$ cat config.mk
export PLATFORM = sky130hd
export DESIGN_NAME = ahb_lite_mem_slave
export DESIGN_NICKNAME = d
export VERILOG_FILES = /design/src/rtl/ahb_lite_pkg.sv /design/src/rtl/ahb_mem_array.sv /design/src/rtl/ahb_lite_mem_slave.sv
export SDC_FILE = /design/constraint.sdc
export NUM_CORES = 2
export LEC_CHECK = 0
export CAP_MARGIN = 15
export CORE_AREA = 5 5 576 578
export CTS_BUF_LIST = sky130_fd_sc_hd__clkbuf_4 sky130_fd_sc_hd__clkbuf_8 sky130_fd_sc_hd__clkbuf_16
export DETAILED_ROUTE_END_ITERATION = 10
export DIE_AREA = 0 0 581 583
export HOLD_SLACK_MARGIN = 0.15
export PLACE_DENSITY = 0.37
export SETUP_SLACK_MARGIN = 0.05
export SLEW_MARGIN = 20
export SYNTH_ARGS = -nofsm -noshare
export SYNTH_HDL_FRONTEND = slang
export SYNTH_SLANG_ARGS = --single-unit
$ cat constraint.sdc
create_clock -name HCLK -period 3.4 [get_ports HCLK]
set_input_delay 0.85 -clock HCLK [delete_from_list [all_inputs] [get_ports HCLK]]
set_output_delay 0.85 -clock HCLK [all_outputs]
set_load 0.05 [all_outputs]
$ cat src/rtl/ahb_lite_pkg.sv
// Shared types for the AHB-Lite memory slave.
//   htrans_e      : AHB transfer type encoding
//   hsize_e       : AHB transfer size encoding
//   hresp_e       : AHB response encoding
//   slave_state_e : data-phase state of the slave
//   clamp_size()  : limits a transfer size to the widest size the bus carries
package ahb_lite_pkg;

  typedef enum logic [1:0] {
    TRANS_IDLE   = 2'b00,
    TRANS_BUSY   = 2'b01,
    TRANS_NONSEQ = 2'b10,
    TRANS_SEQ    = 2'b11
  } htrans_e;

  typedef enum logic [2:0] {
    SIZE_BYTE  = 3'd0,
    SIZE_HALF  = 3'd1,
    SIZE_WORD  = 3'd2,
    SIZE_DWORD = 3'd3
  } hsize_e;

  typedef enum logic {
    RESP_OKAY  = 1'b0,
    RESP_ERROR = 1'b1
  } hresp_e;

  typedef enum logic [2:0] {
    ST_IDLE,
    ST_WAIT,
    ST_DATA,
    ST_ERR1,
    ST_ERR2
  } slave_state_e;

  localparam int MAX_WAIT = 15;

  function automatic logic [1:0] clamp_size(input logic [2:0] size,
                                            input logic [1:0] max_size);
    return (size > {1'b0, max_size}) ? max_size : size[1:0];
  endfunction

endpackage

$ cat src/rtl/ahb_mem_array.sv
// Byte-lane RAM behind the AHB-Lite slave.
//   clk   : write clock
//   we    : per-lane write enable
//   waddr : word index for writes
//   wdata : write data, one byte per lane (lane 0 = lowest address)
//   raddr : word index for reads
//   rdata : asynchronous read data
// Each lane is its own byte-wide array so sub-word writes need no read-modify-write.
module ahb_mem_array #(
  parameter int WIDX_W    = 6,
  parameter int NUM_LANES = 4
) (
  input  logic                       clk,
  input  logic [NUM_LANES-1:0]       we,
  input  logic [WIDX_W-1:0]          waddr,
  input  logic [NUM_LANES-1:0][7:0]  wdata,
  input  logic [WIDX_W-1:0]          raddr,
  output logic [NUM_LANES-1:0][7:0]  rdata
);

  localparam int DEPTH = 1 << WIDX_W;

  for (genvar i = 0; i < NUM_LANES; i++) begin : g_lane
    logic [7:0] mem [DEPTH];

    always_ff @(posedge clk)
      if (we[i]) mem[waddr] <= wdata[i];

    assign rdata[i] = mem[raddr];
  end

endmodule

$ cat src/rtl/ahb_lite_mem_slave.sv
// AHB-Lite memory slave: byte-addressable RAM with programmable wait states,
// sub-word writes and optional error responses.
//   HCLK, HRESET           : clock, asynchronous active-high reset
//   HSEL/HADDR/HWRITE/HSIZE/HTRANS : address phase
//   HBURST/HPROT/HMASTLOCK : accepted, not used
//   HREADY                 : bus ready (HREADYOUT looped back at top level)
//   HWDATA                 : write data (data phase)
//   HRDATA/HREADYOUT/HRESP : data-phase response
// Build option: define AHB_LITE_MEM_ERR_RESP_EN to answer oversize or misaligned
// transfers with a two-cycle ERROR; otherwise such transfers are clamped to the
// bus width, aligned down and performed with OKAY.
module ahb_lite_mem_slave
  import ahb_lite_pkg::*;
#(
  parameter int ADDR_W      = 8,
  parameter int DATA_W      = 32,
  parameter int WAIT_STATES = 0
) (
  input  logic              HCLK,
  input  logic              HRESET,
  input  logic              HSEL,
  input  logic [ADDR_W-1:0] HADDR,
  input  logic              HWRITE,
  input  logic [2:0]        HSIZE,
  input  logic [2:0]        HBURST,
  input  logic [1:0]        HTRANS,
  input  logic [3:0]        HPROT,
  input  logic              HMASTLOCK,
  input  logic              HREADY,
  input  logic [DATA_W-1:0] HWDATA,
  output logic [DATA_W-1:0] HRDATA,
  output logic              HREADYOUT,
  output logic              HRESP
);

  localparam int NB     = DATA_W / 8;
  localparam int OFFW   = $clog2(NB);
  localparam int WIDX_W = ADDR_W - OFFW;

  slave_state_e      state;
  logic [3:0]        wcnt;
  logic [ADDR_W-1:0] addr_q;
  logic [2:0]        size_q;
  logic              write_q;
  logic              hready_q;
  hresp_e            hresp_q;

  htrans_e           trans;
  logic              accept;
  logic              illegal;
  logic [NB-1:0]     be;
  logic [1:0]        eff_size;
  logic [OFFW-1:0]   off_q;
  logic [DATA_W-1:0] mem_rdata;
  logic              unused_ok;

  assign unused_ok = ^{HBURST, HPROT, HMASTLOCK};

  assign trans  = htrans_e'(HTRANS);
  assign accept = HSEL && HREADY && (trans == TRANS_NONSEQ || trans == TRANS_SEQ);

`ifdef AHB_LITE_MEM_ERR_RESP_EN
  logic [OFFW-1:0] amask;
  assign amask   = OFFW'((8'd1 << HSIZE) - 8'd1);
  assign illegal = (HSIZE > 3'(OFFW)) || ((HADDR[OFFW-1:0] & amask) != '0);
`else
  assign illegal = 1'b0;
`endif

  // Data-phase FSM. HREADYOUT/HRESP are registered alongside the state so they
  // come straight off flops.
  always_ff @(posedge HCLK or posedge HRESET) begin
    if (HRESET) begin
      state    <= ST_IDLE;
      wcnt     <= '0;
      addr_q   <= '0;
      size_q   <= '0;
      write_q  <= 1'b0;
      hready_q <= 1'b1;
      hresp_q  <= RESP_OKAY;
    end else begin
      case (state)
        ST_WAIT: begin
          if (wcnt == 4'd0) begin
            state    <= ST_DATA;
            hready_q <= 1'b1;
          end else begin
            wcnt <= wcnt - 4'd1;
          end
        end
        ST_ERR1: begin
          state    <= ST_ERR2;
          hready_q <= 1'b1;
          hresp_q  <= RESP_ERROR;
        end
        ST_IDLE, ST_DATA, ST_ERR2: begin
          hready_q <= 1'b1;
          hresp_q  <= RESP_OKAY;
          if (accept) begin
            addr_q  <= HADDR;
            size_q  <= HSIZE;
            write_q <= HWRITE;
            if (illegal) begin
              state    <= ST_ERR1;
              hready_q <= 1'b0;
              hresp_q  <= RESP_ERROR;
            end else if (WAIT_STATES != 0) begin
              // counter runs WAIT_STATES-1 .. 0, one HREADYOUT-low cycle each
              state    <= ST_WAIT;
              hready_q <= 1'b0;
              wcnt     <= 4'(WAIT_STATES - 1);
            end else begin
              state <= ST_DATA;
            end
          end else begin
            state <= ST_IDLE;
          end
        end
        default: state <= ST_IDLE;
      endcase
    end
  end

  // Byte lanes: a lane is written when it falls in the same size-aligned block
  // as the transfer address; this also performs the alignment of stray low bits.
  assign off_q    = addr_q[OFFW-1:0];
  assign eff_size = clamp_size(size_q, 2'(OFFW));

  for (genvar i = 0; i < NB; i++) begin : g_be
    localparam logic [OFFW-1:0] LANE = OFFW'(i);
    assign be[i] = (state == ST_DATA) && write_q &&
                   ((LANE >> eff_size) == (off_q >> eff_size));
  end

  ahb_mem_array #(
    .WIDX_W    (WIDX_W),
    .NUM_LANES (NB)
  ) u_mem (
    .clk   (HCLK),
    .we    (be),
    .waddr (addr_q[ADDR_W-1:OFFW]),
    .wdata (HWDATA),
    .raddr (addr_q[ADDR_W-1:OFFW]),
    .rdata (mem_rdata)
  );

  // Async read: a write committed at the previous edge is already visible.
  assign HRDATA    = (state == ST_DATA && !write_q) ? mem_rdata : '0;
  assign HREADYOUT = hready_q;
  assign HRESP     = hresp_q;

endmodule

==> results.md <==
* Power, Total at 66.26 mW
* Seq/Total Area, Yosys at 0.7632
* Primary FF master, synth: edfxtp_1
* Drt via density at 4.589
* LEAKAGE at 34.52 nW
* I/O Pins at 92
* Die Area at 338700 um^2
* Setup CP Type: reg2out
* Gate Count Post-Synth at 4728
* Clock transition at path regs at 0.06 ns
* Asr flop ratio synth at 0.006308
* IO Port Bufs at 80
* Die X at 581 um
* Worst vdd ir at 0.4239 mV
* DRT iter0 DRCs at 3701
* Power Density at 631.8 nW/um^2
* RSZ-0062 raised after global routing: yes
* Final Net Count at 5672
* Root Driver: clkbuf_16
* Yosys warnings at 0
* CTS tree: yes
* Detailed Place HPWL at 181.8 mm
* # fillers at 31570
* Final worst setup slack at -1.241 ns
* Core Rows at 210
* Htree depth at 4
* Distinct cells, synth at 53
* CTS Buffer Depth at 4
* Drt drc at 0
* Number of global-route vias before repair at 47820
* Slew Viols, Final at 0
* DRT Wirelength at 275.6 mm
* Max-capacitance violation count at 0
* Worst skew pair latency at 0.89 ns
* First-pass GRT wire length at 380.3 mm
* CP Data Required Time at 2.55 ns
* Worst Tran Pin Value at 0.9147 ns
* CP endpoint kind: output pin
* Cts bufs inserted at 234
* Congestion Overflow GR at 0
* Fin Clk Skew at 0.07569 ns
* Post-DR wirelength/cell at 27.16 um
* Area taken by multi-input logic gates at 19310 um^2
* Critical Path Start Type: flip-flop
* Critical Path AT at 3.79 ns
* CORE AREA at 326100 um^2
* Fin util at 0.3216
* Yosys reg bits at 2061
* Antenna viol nets, final at 0
* Vias at 46570
* Fin crit share at 1.365
* Min Tclk post-route at 4.641 ns
* CTS Sinks at 2061
* Fmax at 215.5 MHz
* Status: finished, violations left
* Syn nets at 4786
* Antenna violations before repair at 17
* # setup viols final at 32
* Reg area at 61840 um^2
* Largest net degree at the start of global routing at 65
* Final Hold Viols at 0
* CP max FO at 8
* Post-synth EDFFs at 2048
* Initial Util at 0.2484
* Gpl congestion at 0.7814
* Detailed Routing Iterations Pass 1 at 6
* Worst min path class: in2reg
* Headroom to the max-slew limit at 0.3902
* Die Y-Extent at 583 um
* Synth Area per Inst at 17.13 um^2
* Area grow syn2layout at 29.46%
* Post-Syn Area at 81010 um^2
* Hold buffer count at CTS at 0
* Share of cells above drive strength 1 at 0.3080
* GRT Total Usage at 0.1568
* Violated checks: setup timing
Yosys cell counts (all sizes together), types with 30 or more instances:
cell	instances	area share
buf	194	0.015
a211oi	58	0.0054
nor3	30	0.0019
a21oi	174	0.011
a221o	58	0.0072
clkbuf	157	0.0073
mux2i	448	0.055
a22oi	134	0.012
nor2b	64	0.0049
nand2	141	0.0065
edfxtp	2048	0.76
o21ai	161	0.0099
o211ai	58	0.0054
mux4	64	0.018
a22o	93	0.010
nor2	305	0.015
a222oi	58	0.0072
a41oi	32	0.0036
mux2	76	0.011
nand2b	61	0.0047
o22ai	186	0.014
state kept, by name (all words and copies together) (netlist names):
register and cells:
u_mem.g_lane.mem 2048, addr_q 8, size_q 3, state 1, write_q 1
metrics by stage:
stage / hold slack (ns) / TNS, ns / instances / setup WS (ns) / cell area (um^2)
2_1_floorplan: 0.4802 / 0 / 4728 / 0.05250 / 81210
3_3_place_gp: 0.4941 / -14.09 / 9602 / -0.9301 / 93290
3_5_place_dp: 0.4962 / -14.11 / 9602 / -0.9622 / 93300
4_1_cts: 0.1877 / -38.95 / 10100 / -1.342 / 103500
5_1_grt: 0.2169 / -38.90 / 10140 / -1.331 / 104900
6_report: 0.2628 / -34.84 / 10150 / -1.241 / 104900
worst max-delay path, cell delays in order (launching register included):
cell      delay (ns)
dfrtp_4         0.50
buf_12          0.15
buf_16          0.16
buf_16          0.17
buf_16          0.15
mux2_2          0.27
a221o_1         0.33
a222oi_1        0.42
buf_4           0.18
nand2b_4        0.11
a41oi_2         0.13
buf_6           0.17
buf_12          0.14
cells by family (layout without fill, tap and decap cells):
kind of cell | count (synthesis) | after routing | share of synthesized area
flip-flops | 2061 | 2061 | 0.7632
AND/OR/NAND/NOR | 624 | 624 | 0.03449
other | 2 | 8 | 0.00009270
AO/OA/AOI/OAI | 1098 | 1098 | 0.09658
buffers and inverters | 355 | 1422 | 0.02198
multiplexers | 588 | 588 | 0.08371
routing by layer:
| layer | vias to the layer above | share of wire | track usage | wire, um |
|---|---|---|---|---|
| met5 | - | 0.000083 | 0 | 23 |
| met4 | 4 | 0.029 | 0.04399 | 8082 |
| met3 | 336 | 0.052 | 0.03172 | 14450 |
| met2 | 1068 | 0.47 | 0.2582 | 130100 |
| met1 | 24200 | 0.45 | 0.2099 | 122900 |
| li1 | 20960 | - | - | - |
power breakdown:
part / internal (mW) / total [mW] / switching (mW)
logic: 5.66 / 12.8 / 7.15
clock network: 15.2 / 25.4 / 10.2
registers: 28.0 / 28.1 / 0.0634
layout make-up:
cell class              instances  share of cell area
well taps                    4346             0.05185
inverters                       4           0.0002625
multi-input cells            2312              0.1841
clock buffers                 290             0.06029
clock inverters               127             0.01281
flip-flops and latches       2061              0.5896
repair buffers               1001              0.1010
diodes                          6           0.0001432
cell usage in the layout, fill, tap and decap left out, types with 98 or more instances in the layout:
master / count
nor2_1: 299
mux2i_1: 419
buf_4: 672
edfxtp_1: 2048
clkbuf_16: 245
o22ai_1: 152
buf_12: 144
nand2_1: 137
o21ai_0: 98
a21oi_1: 164
final timing paths:
check	from	end	slack [ns]	depth (start not counted)
worst max-delay path	addr_q[4]	HRDATA[8]	-1.24	12
worst min-delay path	HWDATA[2]	u_mem.g_lane[0].mem[42][2]	0.26	1
worst max register to register	addr_q[3]	u_mem.g_lane[0].mem[27][2]	0.40	11
worst min register to register	size_q[2]	size_q[2]	0.51	1
max in group asynchronous	HRESET	addr_q[6]	2.69	3
min in group asynchronous	HRESET	write_q	0.34	3
repair_timing:
item / 4_1_cts / 5_1_grt
buffers inserted: 60 / 40
resized for setup: 304 / 212
gates cloned: 19 / 9
endpoints found under the hold margin: 0 / 0
setup endpoints to repair: 32 / 32
pin swaps: 83 / 108
No activity file was read; power rests on OpenSTA's default activity.
